$ cat config.mk
export PLATFORM = sky130hd
export DESIGN_NAME = pic_int_ctrl_flat
export DESIGN_NICKNAME = d
export VERILOG_FILES = /design/src/rtl/pic_int_ctrl_if.sv /design/src/rtl/pic_int_ctrl.sv /design/src/flat_wrapper.sv
export SDC_FILE = /design/constraint.sdc
export NUM_CORES = 1
export LEC_CHECK = 0
export ABC_AREA = 1
export BUFFER_PORTS_ARGS = -buffer_cell sky130_fd_sc_hd__buf_2
export CAP_MARGIN = 20
export CORE_UTILIZATION = 44
export DETAILED_ROUTE_END_ITERATION = 8
export PLACE_DENSITY = 0.82
export SLEW_MARGIN = 20
export SYNTH_ARGS = -nofsm -noshare
export SYNTH_HDL_FRONTEND = slang
export SYNTH_SLANG_ARGS = --single-unit
$ cat constraint.sdc
create_clock -name clk -period 0.86 [get_ports clk]
set_input_delay 0.172 -clock clk [delete_from_list [all_inputs] [get_ports clk]]
set_output_delay 0.172 -clock clk [all_outputs]
set_load 0.005 [all_outputs]
$ cat src/rtl/pic_int_ctrl_if.sv
`default_nettype none
// ============================================================================
// Module   : pic_int_ctrl_if
// Brief    : Register bus, interrupt sources and CPU handshake for pic_int_ctrl.
// Revision : 1.0
// ============================================================================
interface pic_int_ctrl_if #(
   parameter int N_SRC = 4,
   parameter int PC_W  = 11
);
   logic [N_SRC-1:0] src_in;
   logic             reg_we;
   logic [2:0]       reg_addr;
   logic [7:0]       reg_wdata;
   logic [7:0]       reg_rdata;
   logic             irq_req;
   logic             irq_ack;
   logic             retfie;
   logic [PC_W-1:0]  vec_addr;
   logic [2:0]       vec_id;
   logic             wake;

   // CPU / peripheral side
   modport master (
      output src_in, reg_we, reg_addr, reg_wdata, irq_ack, retfie,
      input  reg_rdata, irq_req, vec_addr, vec_id, wake
   );

   // Interrupt controller side
   modport slave (
      input  src_in, reg_we, reg_addr, reg_wdata, irq_ack, retfie,
      output reg_rdata, irq_req, vec_addr, vec_id, wake
   );
endinterface
`default_nettype wire

$ cat src/rtl/pic_int_ctrl.sv
`default_nettype none
// ============================================================================
// Module   : pic_int_ctrl
// Brief    : Edge-detected, fixed-priority interrupt controller with
//            req/ack/retfie CPU handshake. Optional macro PIC_INT_SYNC_EN
//            adds a 2-flop input synchroniser per source.
// Revision : 1.0
// ============================================================================
module pic_int_ctrl #(
   parameter int              N_SRC    = 4,
   parameter logic [7:0]      EDGE_POL = 8'hFF,
   parameter int              PC_W     = 11,
   parameter logic [PC_W-1:0] VEC_BASE = PC_W'(11'h004)
) (
   input  wire logic   clk,
   input  wire logic   rst,
   pic_int_ctrl_if.slave bus
);

   typedef enum logic [1:0] {
      S_IDLE    = 2'd0,
      S_REQ     = 2'd1,
      S_SERVICE = 2'd2
   } state_t;

   state_t           r_state;
   state_t           w_state_nxt;
   logic             r_gie;
   logic             r_peie;
   logic [N_SRC-1:0] r_ie;
   logic [N_SRC-1:0] r_if;
   logic [N_SRC-1:0] r_ovf;
   logic [N_SRC-1:0] r_prev;
   logic [2:0]       r_vec_id;
   logic             r_irq_req;

   logic [N_SRC-1:0] w_src;
   logic [N_SRC-1:0] w_event;
   logic [N_SRC-1:0] w_act;
   logic [N_SRC-1:0] w_wdata;
   logic             w_pending;
   logic             w_ack_ok;
   logic [2:0]       w_prio;
   logic             w_wr_con;
   logic             w_wr_ie;
   logic             w_wr_if;
   logic             w_wr_ovf;
   logic [7:0]       w_rdata;

`ifdef PIC_INT_SYNC_EN
   // Arming waits for the synchroniser to fill so released reset never looks like an edge
   localparam int ARM_W = 3;
   logic [N_SRC-1:0] r_sync1;
   logic [N_SRC-1:0] r_sync2;

   always_ff @(posedge clk or negedge rst) begin
      if (!rst) begin
         r_sync1 <= '0;
         r_sync2 <= '0;
      end else begin
         r_sync1 <= bus.src_in;
         r_sync2 <= r_sync1;
      end
   end
   assign w_src = r_sync2;
`else
   localparam int ARM_W = 1;
   assign w_src = bus.src_in;
`endif

   logic [ARM_W-1:0] r_arm;

   // Edge = source now at its active level and was not last cycle
   assign w_event = r_arm[ARM_W-1]
                  ? (~(w_src ^ EDGE_POL[N_SRC-1:0]) & (r_prev ^ EDGE_POL[N_SRC-1:0]))
                  : '0;

   assign w_wdata   = bus.reg_wdata[N_SRC-1:0];
   assign w_wr_con  = bus.reg_we && (bus.reg_addr == 3'd0);
   assign w_wr_ie   = bus.reg_we && (bus.reg_addr == 3'd1);
   assign w_wr_if   = bus.reg_we && (bus.reg_addr == 3'd2);
   assign w_wr_ovf  = bus.reg_we && (bus.reg_addr == 3'd3);
   assign w_act     = r_ie & r_if;
   assign w_pending = r_gie & (|w_act);

   always_comb begin
      w_prio = 3'd0;
      for (int i = N_SRC - 1; i >= 0; i--) begin
         if (w_act[i]) w_prio = 3'(i);
      end
   end

   always_comb begin
      w_state_nxt = r_state;
      w_ack_ok    = 1'b0;
      case (r_state)
         S_IDLE: begin
            if (w_pending) w_state_nxt = S_REQ;
         end
         S_REQ: begin
            if (bus.irq_ack) begin
               w_state_nxt = S_SERVICE;
               w_ack_ok    = 1'b1;
            end else if (!w_pending) begin
               w_state_nxt = S_IDLE;
            end
         end
         S_SERVICE: begin
            if (bus.retfie) w_state_nxt = S_IDLE;
         end
         default: w_state_nxt = S_IDLE;
      endcase
   end

   always_ff @(posedge clk or negedge rst) begin
      if (!rst) begin
         r_state   <= S_IDLE;
         r_irq_req <= 1'b0;
         r_arm     <= '0;
         r_prev    <= '0;
         r_vec_id  <= 3'd0;
         r_gie     <= 1'b0;
         r_peie    <= 1'b0;
         r_ie      <= '0;
         r_if      <= '0;
         r_ovf     <= '0;
      end else begin
         r_state   <= w_state_nxt;
         r_irq_req <= (w_state_nxt == S_REQ);
         r_arm     <= ARM_W'({r_arm, 1'b1});
         r_prev    <= w_src;
         if (w_ack_ok) r_vec_id <= w_prio;
         // Ack clear outranks retfie, which outranks a software CON write
         if (w_ack_ok)        r_gie <= 1'b0;
         else if (bus.retfie) r_gie <= 1'b1;
         else if (w_wr_con)   r_gie <= bus.reg_wdata[7];
         if (w_wr_con) r_peie <= bus.reg_wdata[6];
         if (w_wr_ie)  r_ie   <= w_wdata;
         r_if  <= w_event | (w_wr_if ? w_wdata : r_if);
         r_ovf <= (w_event & r_if) | (w_wr_ovf ? (r_ovf & w_wdata) : r_ovf);
      end
   end

   always_comb begin
      w_rdata = 8'h00;
      case (bus.reg_addr)
         3'd0:    w_rdata = {r_gie, r_peie, 6'b0};
         3'd1:    w_rdata = 8'(r_ie);
         3'd2:    w_rdata = 8'(r_if);
         3'd3:    w_rdata = 8'(r_ovf);
         3'd4:    w_rdata = {5'b0, r_vec_id};
         default: w_rdata = 8'h00;
      endcase
   end

   assign bus.reg_rdata = w_rdata;
   assign bus.irq_req   = r_irq_req;
   assign bus.vec_addr  = VEC_BASE;
   assign bus.vec_id    = r_vec_id;
   assign bus.wake      = |w_act;

endmodule
`default_nettype wire

$ cat src/flat_wrapper.sv
// flat-port wrapper written by rule: the top's interface ports become plain ports
module pic_int_ctrl_flat 
#(
   parameter int              N_SRC    = 4,
   parameter logic [7:0]      EDGE_POL = 8'hFF,
   parameter int              PC_W     = 11,
   parameter logic [PC_W-1:0] VEC_BASE = PC_W'(11'h004)
)
  (clk, rst, bus_src_in, bus_reg_we, bus_reg_addr, bus_reg_wdata, bus_irq_ack, bus_retfie, bus_reg_rdata, bus_irq_req, bus_vec_addr, bus_vec_id, bus_wake);
  pic_int_ctrl_if #(.N_SRC(N_SRC), .PC_W(PC_W)) bus_i ();
  input  wire logic clk;
  input  wire logic rst;
  input wire logic [$bits(bus_i.src_in)-1:0] bus_src_in;
  input wire logic [$bits(bus_i.reg_we)-1:0] bus_reg_we;
  input wire logic [$bits(bus_i.reg_addr)-1:0] bus_reg_addr;
  input wire logic [$bits(bus_i.reg_wdata)-1:0] bus_reg_wdata;
  input wire logic [$bits(bus_i.irq_ack)-1:0] bus_irq_ack;
  input wire logic [$bits(bus_i.retfie)-1:0] bus_retfie;
  output wire logic [$bits(bus_i.reg_rdata)-1:0] bus_reg_rdata;
  output wire logic [$bits(bus_i.irq_req)-1:0] bus_irq_req;
  output wire logic [$bits(bus_i.vec_addr)-1:0] bus_vec_addr;
  output wire logic [$bits(bus_i.vec_id)-1:0] bus_vec_id;
  output wire logic [$bits(bus_i.wake)-1:0] bus_wake;
  assign bus_i.src_in = bus_src_in;
  assign bus_i.reg_we = bus_reg_we;
  assign bus_i.reg_addr = bus_reg_addr;
  assign bus_i.reg_wdata = bus_reg_wdata;
  assign bus_i.irq_ack = bus_irq_ack;
  assign bus_i.retfie = bus_retfie;
  assign bus_reg_rdata = bus_i.reg_rdata;
  assign bus_irq_req = bus_i.irq_req;
  assign bus_vec_addr = bus_i.vec_addr;
  assign bus_vec_id = bus_i.vec_id;
  assign bus_wake = bus_i.wake;
  pic_int_ctrl #(.N_SRC(N_SRC), .EDGE_POL(EDGE_POL), .PC_W(PC_W), .VEC_BASE(VEC_BASE)) u_core (.clk(clk), .rst(rst), .bus(bus_i));
endmodule
==> metrics.txt, run 1 <==
# fillers=209; Max-cap violations=0; post-layout min period=1430 ps; number of flops mapped to enable cells by yosys=0; Worst Setup SP=u_core.r_if[1]$_DFF_PN0_; gpl congestion=0.867; CTS tree=built; Sw Pwr=1.21 mW; number of DRC markers in iteration 0=43; worst-path fanout max=3; routed vias=1308; H-Tree Level Count=1; grt peak-use layer=met2; clock-pin transition on the worst setup and hold timing paths=140 ps; Synth Area in XOR/XNOR=0; PwrDens=2060 mW/mm^2; crit path kind=reg2out; critical-path cell list=nand2_2 > nand2_2 > nor2_2 > inv_1 > buf_2; Yosys cell types=21; fmax=0.702 GHz; worst min-delay path class=in2reg; GRT overflow=0; pin count of the biggest net entering global routing=25; kind of start point of the critical path=register; leading area contributor after synthesis=dfrtp_1; largest family of logic cells by synthesized area=simple AND/OR/NAND/NOR gates; met2 Usage GRT=0.386; routed len/inst=13.4 um; met1 Use GR=0.254; Num CTS Buffers=3; design internal power=2.60 mW; R2R cell count=5; Largest stage delay, worst path=440 ps; register area share after synthesis=0.480; Tcrit/Tclk final=1.66; Synth Area in Adders=0; row count=18; Synth Area in Compound Gates=0.0360; sequential power share=0.403; routed wire length=3340 um; die area=0.00306 sq mm; # nets final=241; required time worst endpoint=690 ps; # DRC=0; first-pass GRT wire length=5110 um; switch share=0.318; Yosys reg bits=24; worst r2r src=u_core.r_if[1]$_DFF_PN0_; pre-CTS WS=-300 ps; number of global-route vias before repair=1185; worst-skew pair later-pin latency=340 ps; starting density of the core=0.483; Root Buffer Master=clkbuf_4; Antenna Cells=0; Post-Syn Instances=155; fin util=0.715; final antenna-violating net count=0; clock sink count=24; final std cells w/o fill=250; clock share of power=0.225; combinational share of power=0.372; initial antenna violation count=0; CP endpoint kind=output pin; area of the core=0.00259 sq mm; top post-synthesis cells by area=dfrtp_1 48%, nand2_1 16%, buf_4 8.4%; r2r setup slk=-170 ps; post-synthesis simple-gate area fraction=0.348; most used cell, CP=nand2_2; synthesized cell area=0.00125 sq mm; top post-synthesis cells by count=52 x nand2_1, 24 x dfrtp_1, 14 x buf_4; Cell Count Post-Placement=230; CP max stage cell=dfrtp_1; post-DP HPWL=2060 um; asr flop ratio synth=1.00; most common cell in the netlist=nand2_1; CP arrival=1250 ps; vias per inst=5.23; clk buf depth=2; layout cells sized above 1=0.450; DIE HEIGHT=55.3 um; CP endpoint=bus_wake; I/O Buffers=27; met3 usage=0.0398; Pre-antenna DRT Iters=4; chip width=55.3 um; Hold Vio Cnt, Final=0; mux cell area share after synthesis=0; post-synthesis area per instance=8.07 sq um; Clock Skews=4.39 ps; total track usage=0.218; run status=finished, violations left; VDD IR max=1600 uV; reg-to-reg endpoint=u_core.r_state[0]$_DFF_PN0_; Final setup viols=19; violated checks=setup timing; RSZ-0062 raised after global routing=true; main flop type after synthesis=dfrtp_1; Synth warnings=0; area fraction of the dominant cell type after synthesis=0.480; final slew viol count=0; area delta synth->final=48.1%; Static Leak=0.953 nW; io pins=44; PnR worst setup slack=-565 ps
cell usage in the layout (no fill, tap or decap), types with 7 or more instances in the layout:
cell	Yosys	layout
dfrtp_1	24	22
buf_2	1	25
nor2_1	12	8
conb_1	2	15
nand3_1	13	10
nand2_2	1	17
nand4_1	8	8
inv_1	10	7
nand2_1	52	35
buf_4	14	21
buf_6	1	12
state kept, by name, summed over array words and instances, names as in the netlist:
name	cells
u_core.r_ovf	4
u_core.r_prev	4
u_core.r_peie	1
u_core.r_ie	4
u_core.r_arm	1
u_core.r_gie	1
u_core.r_state	2
u_core.bus.vec_id	2
u_core.r_if	4
u_core.bus.irq_req	1
stage by stage:
step                setup TNS, ps  total power [mW]  hold slack, ps  cell area (sq um)
CTS                         -4020              3.58            25.7               1760
global route                -5330              4.00            38.6               1850
finish                      -4510              3.82            37.9               1850
detailed placement          -4260              2.42             121               1530
floorplan                    -315              1.97            -124               1310
global placement            -3900              2.39             119               1530
critical path: cells and delay by family, from the launching register on:
kind                   cells  cell delay (ps)
buffers and inverters      2              160
DFF                        1              440
and+or+nand+nor            3              310
timing repair:
action	CTS	global route
setup buffers	8	6
cloned	0	0
setup endpoints to repair	15	25
gates resized for setup	18	27
pin swaps	6	11
hold endpoints to repair	28	0
hold buffers	5	0
worst min-delay path by stage:
| stage | slack [ps] | cells past startpoint | end | start |
|---|---|---|---|---|
| after floorplan | -120 | 0 | u_core.bus.irq_req$_DFF_PN0_ | rst |
| after global placement | 120 | 2 | u_core.bus.irq_req$_DFF_PN0_ | rst |
| after detailed placement | 120 | 2 | u_core.bus.irq_req$_DFF_PN0_ | rst |
| after CTS | 30 | 2 | u_core.r_state[1]$_DFF_PN0_ | bus_retfie |
| after global routing | 40 | 2 | u_core.r_state[1]$_DFF_PN0_ | bus_retfie |
| final | 40 | 2 | u_core.r_state[1]$_DFF_PN0_ | bus_retfie |
power by group through the flow:
stage                     Combinational [mW]  Clock [mW]  Sequential, mW
after global routing                    1.53       0.902            1.56
final                                   1.42       0.859            1.54
after detailed placement               0.907           0            1.51
after floorplan                        0.460           0            1.51
after global placement                 0.891           0            1.50
after CTS                               1.22       0.851            1.51
routing by layer:
layer / part of all wire / wire [um]
met2: 0.51 / 1710
met1: 0.39 / 1310
met5: 0 / 0
met3: 0.072 / 240
met4: 0.023 / 78
kinds of logic (layout without fill, tap and decap cells):
| family | after synthesis | in the layout |
|---|---|---|
| and+or+nand+nor | 94 | 94 |
| other | 2 | 15 |
| AOI/OAI and AO/OA | 8 | 8 |
| buffers and inverters | 27 | 79 |
| DFF | 24 | 24 |
final cells by class:
| type | count | area (sq um) | share of cell area |
|---|---|---|---|
| inverter | 11 | 41.3 | 0.0223 |
| multi-input combinational | 117 | 631 | 0.340 |
| clock inverter | 1 | 30.0 | 0.0162 |
| timing repair buffer | 64 | 488 | 0.263 |
| sequential | 24 | 603 | 0.325 |
| clock buffer | 3 | 22.5 | 0.0122 |
| tap | 30 | 37.5 | 0.0203 |
(Power assumes the default switching activity.)
==> inputs of run 2 (changes only) <==
--- a/config.mk
+++ b/config.mk
@@ -8,9 +8,10 @@
 export ABC_AREA = 1
 export BUFFER_PORTS_ARGS = -buffer_cell sky130_fd_sc_hd__buf_2
 export CAP_MARGIN = 20
-export CORE_UTILIZATION = 44
+export CORE_UTILIZATION = 46
+export CTS_BUF_LIST = sky130_fd_sc_hd__clkbuf_4 sky130_fd_sc_hd__clkbuf_8
 export DETAILED_ROUTE_END_ITERATION = 8
-export PLACE_DENSITY = 0.82
+export PLACE_DENSITY = 0.85
 export SLEW_MARGIN = 20
 export SYNTH_ARGS = -nofsm -noshare
 export SYNTH_HDL_FRONTEND = slang
==> constraint.sdc (replaced) <==
create_clock -name clk -period 1.31 [get_ports clk]
set_input_delay 0.262 -clock clk [delete_from_list [all_inputs] [get_ports clk]]
set_output_delay 0.262 -clock clk [all_outputs]
set_load 0.005 [all_outputs]
==> run 2 against run 1 <==
Against the previous run:
- the flow still finishes with violations (setup timing)
- critical path depth stayed put
- clock power down 37%
- die area shrank 4.2%
- largest cell class is now flip-flops and latches
- worst setup slack gained 430 ps
- cell area fell by 17%
- critical path type unchanged
- critical endpoint unchanged
- worst hold slack gained 5.7 ps
==> metrics.txt, run 2 (synthesized netlist as in run 1, its figures left out) <==
run status=finished, violations left; violated checks=setup timing; switch share=0.298; routed len/inst=11.6 um; most used cell, CP=nand2_2; H-Tree Level Count=1; CTS tree=built; combinational share of power=0.275; layout cells sized above 1=0.284; fin util=0.612; R2R cell count=5; clock share of power=0.257; Max-cap violations=0; CP arrival=1190 ps; gpl congestion=0.797; r2r setup slk=260 ps; final slew viol count=0; Largest stage delay, worst path=430 ps; Clock Skews=2.97 ps; worst-skew pair later-pin latency=320 ps; final antenna-violating net count=0; die area=0.00293 sq mm; PwrDens=1360 mW/mm^2; clock-pin transition on the worst setup and hold timing paths=130 ps; CP endpoint kind=output pin; fmax=0.690 GHz; Sw Pwr=626 uW; worst hold path depth=1; first-pass GRT wire length=4080 um; Final setup viols=5; total track usage=0.199; kind of start point of the critical path=register; GRT overflow=0; RSZ-0062 raised after global routing=true; final std cells w/o fill=227; starting density of the core=0.496; area of the core=0.00252 sq mm; Hold Vio Cnt, Final=0; # nets final=218; reg-to-reg endpoint=u_core.bus.vec_id[1]$_DFFE_PN0P_; routed vias=1088; io pins=44; post-DP HPWL=1860 um; vias per inst=4.79; DP Area=0.00137 sq mm; PnR worst setup slack=-138 ps; Tightest Pin Transition=531 ps; worst r2r src=u_core.r_state[1]$_DFF_PN0_; routed wire length=2630 um; pin count of the biggest net entering global routing=25; pre-CTS WS=54.9 ps; number of global-route vias before repair=981; critical-path cell list=nand2_2 > nand2_2 > nor2_4 > inv_1 > buf_2; Static Leak=0.822 nW; Hold Path End=u_core.r_prev[3]$_DFF_PN0_; Num CTS Buffers=3; VDD IR max=1130 uV; hold_sp=bus_src_in[3]; most common cell after layout, fill and taps aside=nand2_1; Pre-antenna DRT Iters=4; DIE HEIGHT=54.2 um; most frequent cells in the layout=48 x nand2_1, 27 x buf_2, 24 x dfrtp_1, 15 x conb_1, 13 x nand3_1; area delta synth->final=23.3%; row count=18; Crit path max-delay family=flip-flops; WP buf/inv=2; I/O Buffers=27; # DRC=0; clk buf depth=2; crit path kind=reg2out; sequential power share=0.468; initial antenna violation count=0; Root Buffer Master=clkbuf_4; Rel. slew slack=0.646; cell area after layout=0.00154 sq mm; clock sink count=24; chip width=54.2 um; CP max stage cell=dfrtp_1; worst min-delay path class=in2reg; design internal power=1.48 mW; worst-path fanout max=3; post-layout min period=1450 ps; Fin Hold WS=43.6 ps; Antenna Cells=0; Tcrit/Tclk final=1.11; required time worst endpoint=1050 ps; Cell Count Post-Placement=212; number of DRC markers in iteration 0=9
==> run 2: cell types whose count changed in the layout (fill, tap and decap cells not counted), moves of 3 or more <==
cell	previous run	this run
buf_4	21	10
buf_6	12	3
dlygate4sd3_1	5	1
inv_1	7	10
inv_2	4	1
nand2_1	35	48
nand2_2	17	5
nand3_1	10	13
nor2_2	4	1
==> run 2: layer usage <==
metal | vias to the layer above | GRT usage | routed length [um]
met5 | - | 0 | 0
met4 | 0 | 0.0641 | 36
met3 | 5 | 0.0537 | 126
met2 | 32 | 0.352 | 1300
met1 | 489 | 0.231 | 1160
li1 | 562 | - | -
==> run 2: cell type report <==
cell class / instances / area [sq um]
multi-input combinational: 117 / 557
inverter: 11 / 41.3
clock inverter: 1 / 30.0
tap: 30 / 37.5
timing repair buffer: 41 / 254
sequential: 24 / 601
fill: 257 / 980
clock buffer: 3 / 22.5
==> run 2: power by group through the flow <==
stage	clock network, mW	logic, mW	registers (mW)
global route	0.582	0.670	1.00
global placement	0	0.421	1.00
floorplan	0	0.291	0.988
CTS	0.563	0.523	0.977
detailed placement	0	0.437	1.01
finish	0.540	0.578	0.985
==> run 2: worst max-delay path by stage <==
stage,startpoint,depth (start not counted),end,slack (ps)
after floorplan,bus_reg_addr[1],4,bus_reg_rdata[0],210
after global placement,bus_reg_addr[0],6,bus_reg_rdata[1],60
after detailed placement,bus_reg_addr[1],5,bus_reg_rdata[0],50
after CTS,u_core.r_if[3]$_DFF_PN0_,5,bus_wake,-180
after global routing,u_core.r_if[0]$_DFF_PN0_,5,bus_wake,-230
final,u_core.r_if[1]$_DFF_PN0_,5,bus_wake,-140
==> run 2: repair_timing <==
item / CTS / global route
gates resized for setup: 1 / 9
buffers inserted: 7 / 3
endpoints found under the hold margin: 24 / 0
gates cloned: 0 / 0
hold buffers: 1 / 0
pin swaps: 6 / 5
setup endpoints to repair: 5 / 7
==> run 2: worst register-to-register path, stage by stage (launching register included) <==
cell and delay (ps):
dfrtp_1 390, inv_1 80, nand3_1 210, inv_1 130, nand2_1 50, o21ai_0 130
==> run 2: through the flow <==
step	TNS, ps	total power [mW]
2_1_floorplan	0	1.28
3_3_place_gp	0	1.42
3_5_place_dp	0	1.44
4_1_cts	-659	2.06
5_1_grt	-910	2.25
6_report	-535	2.10
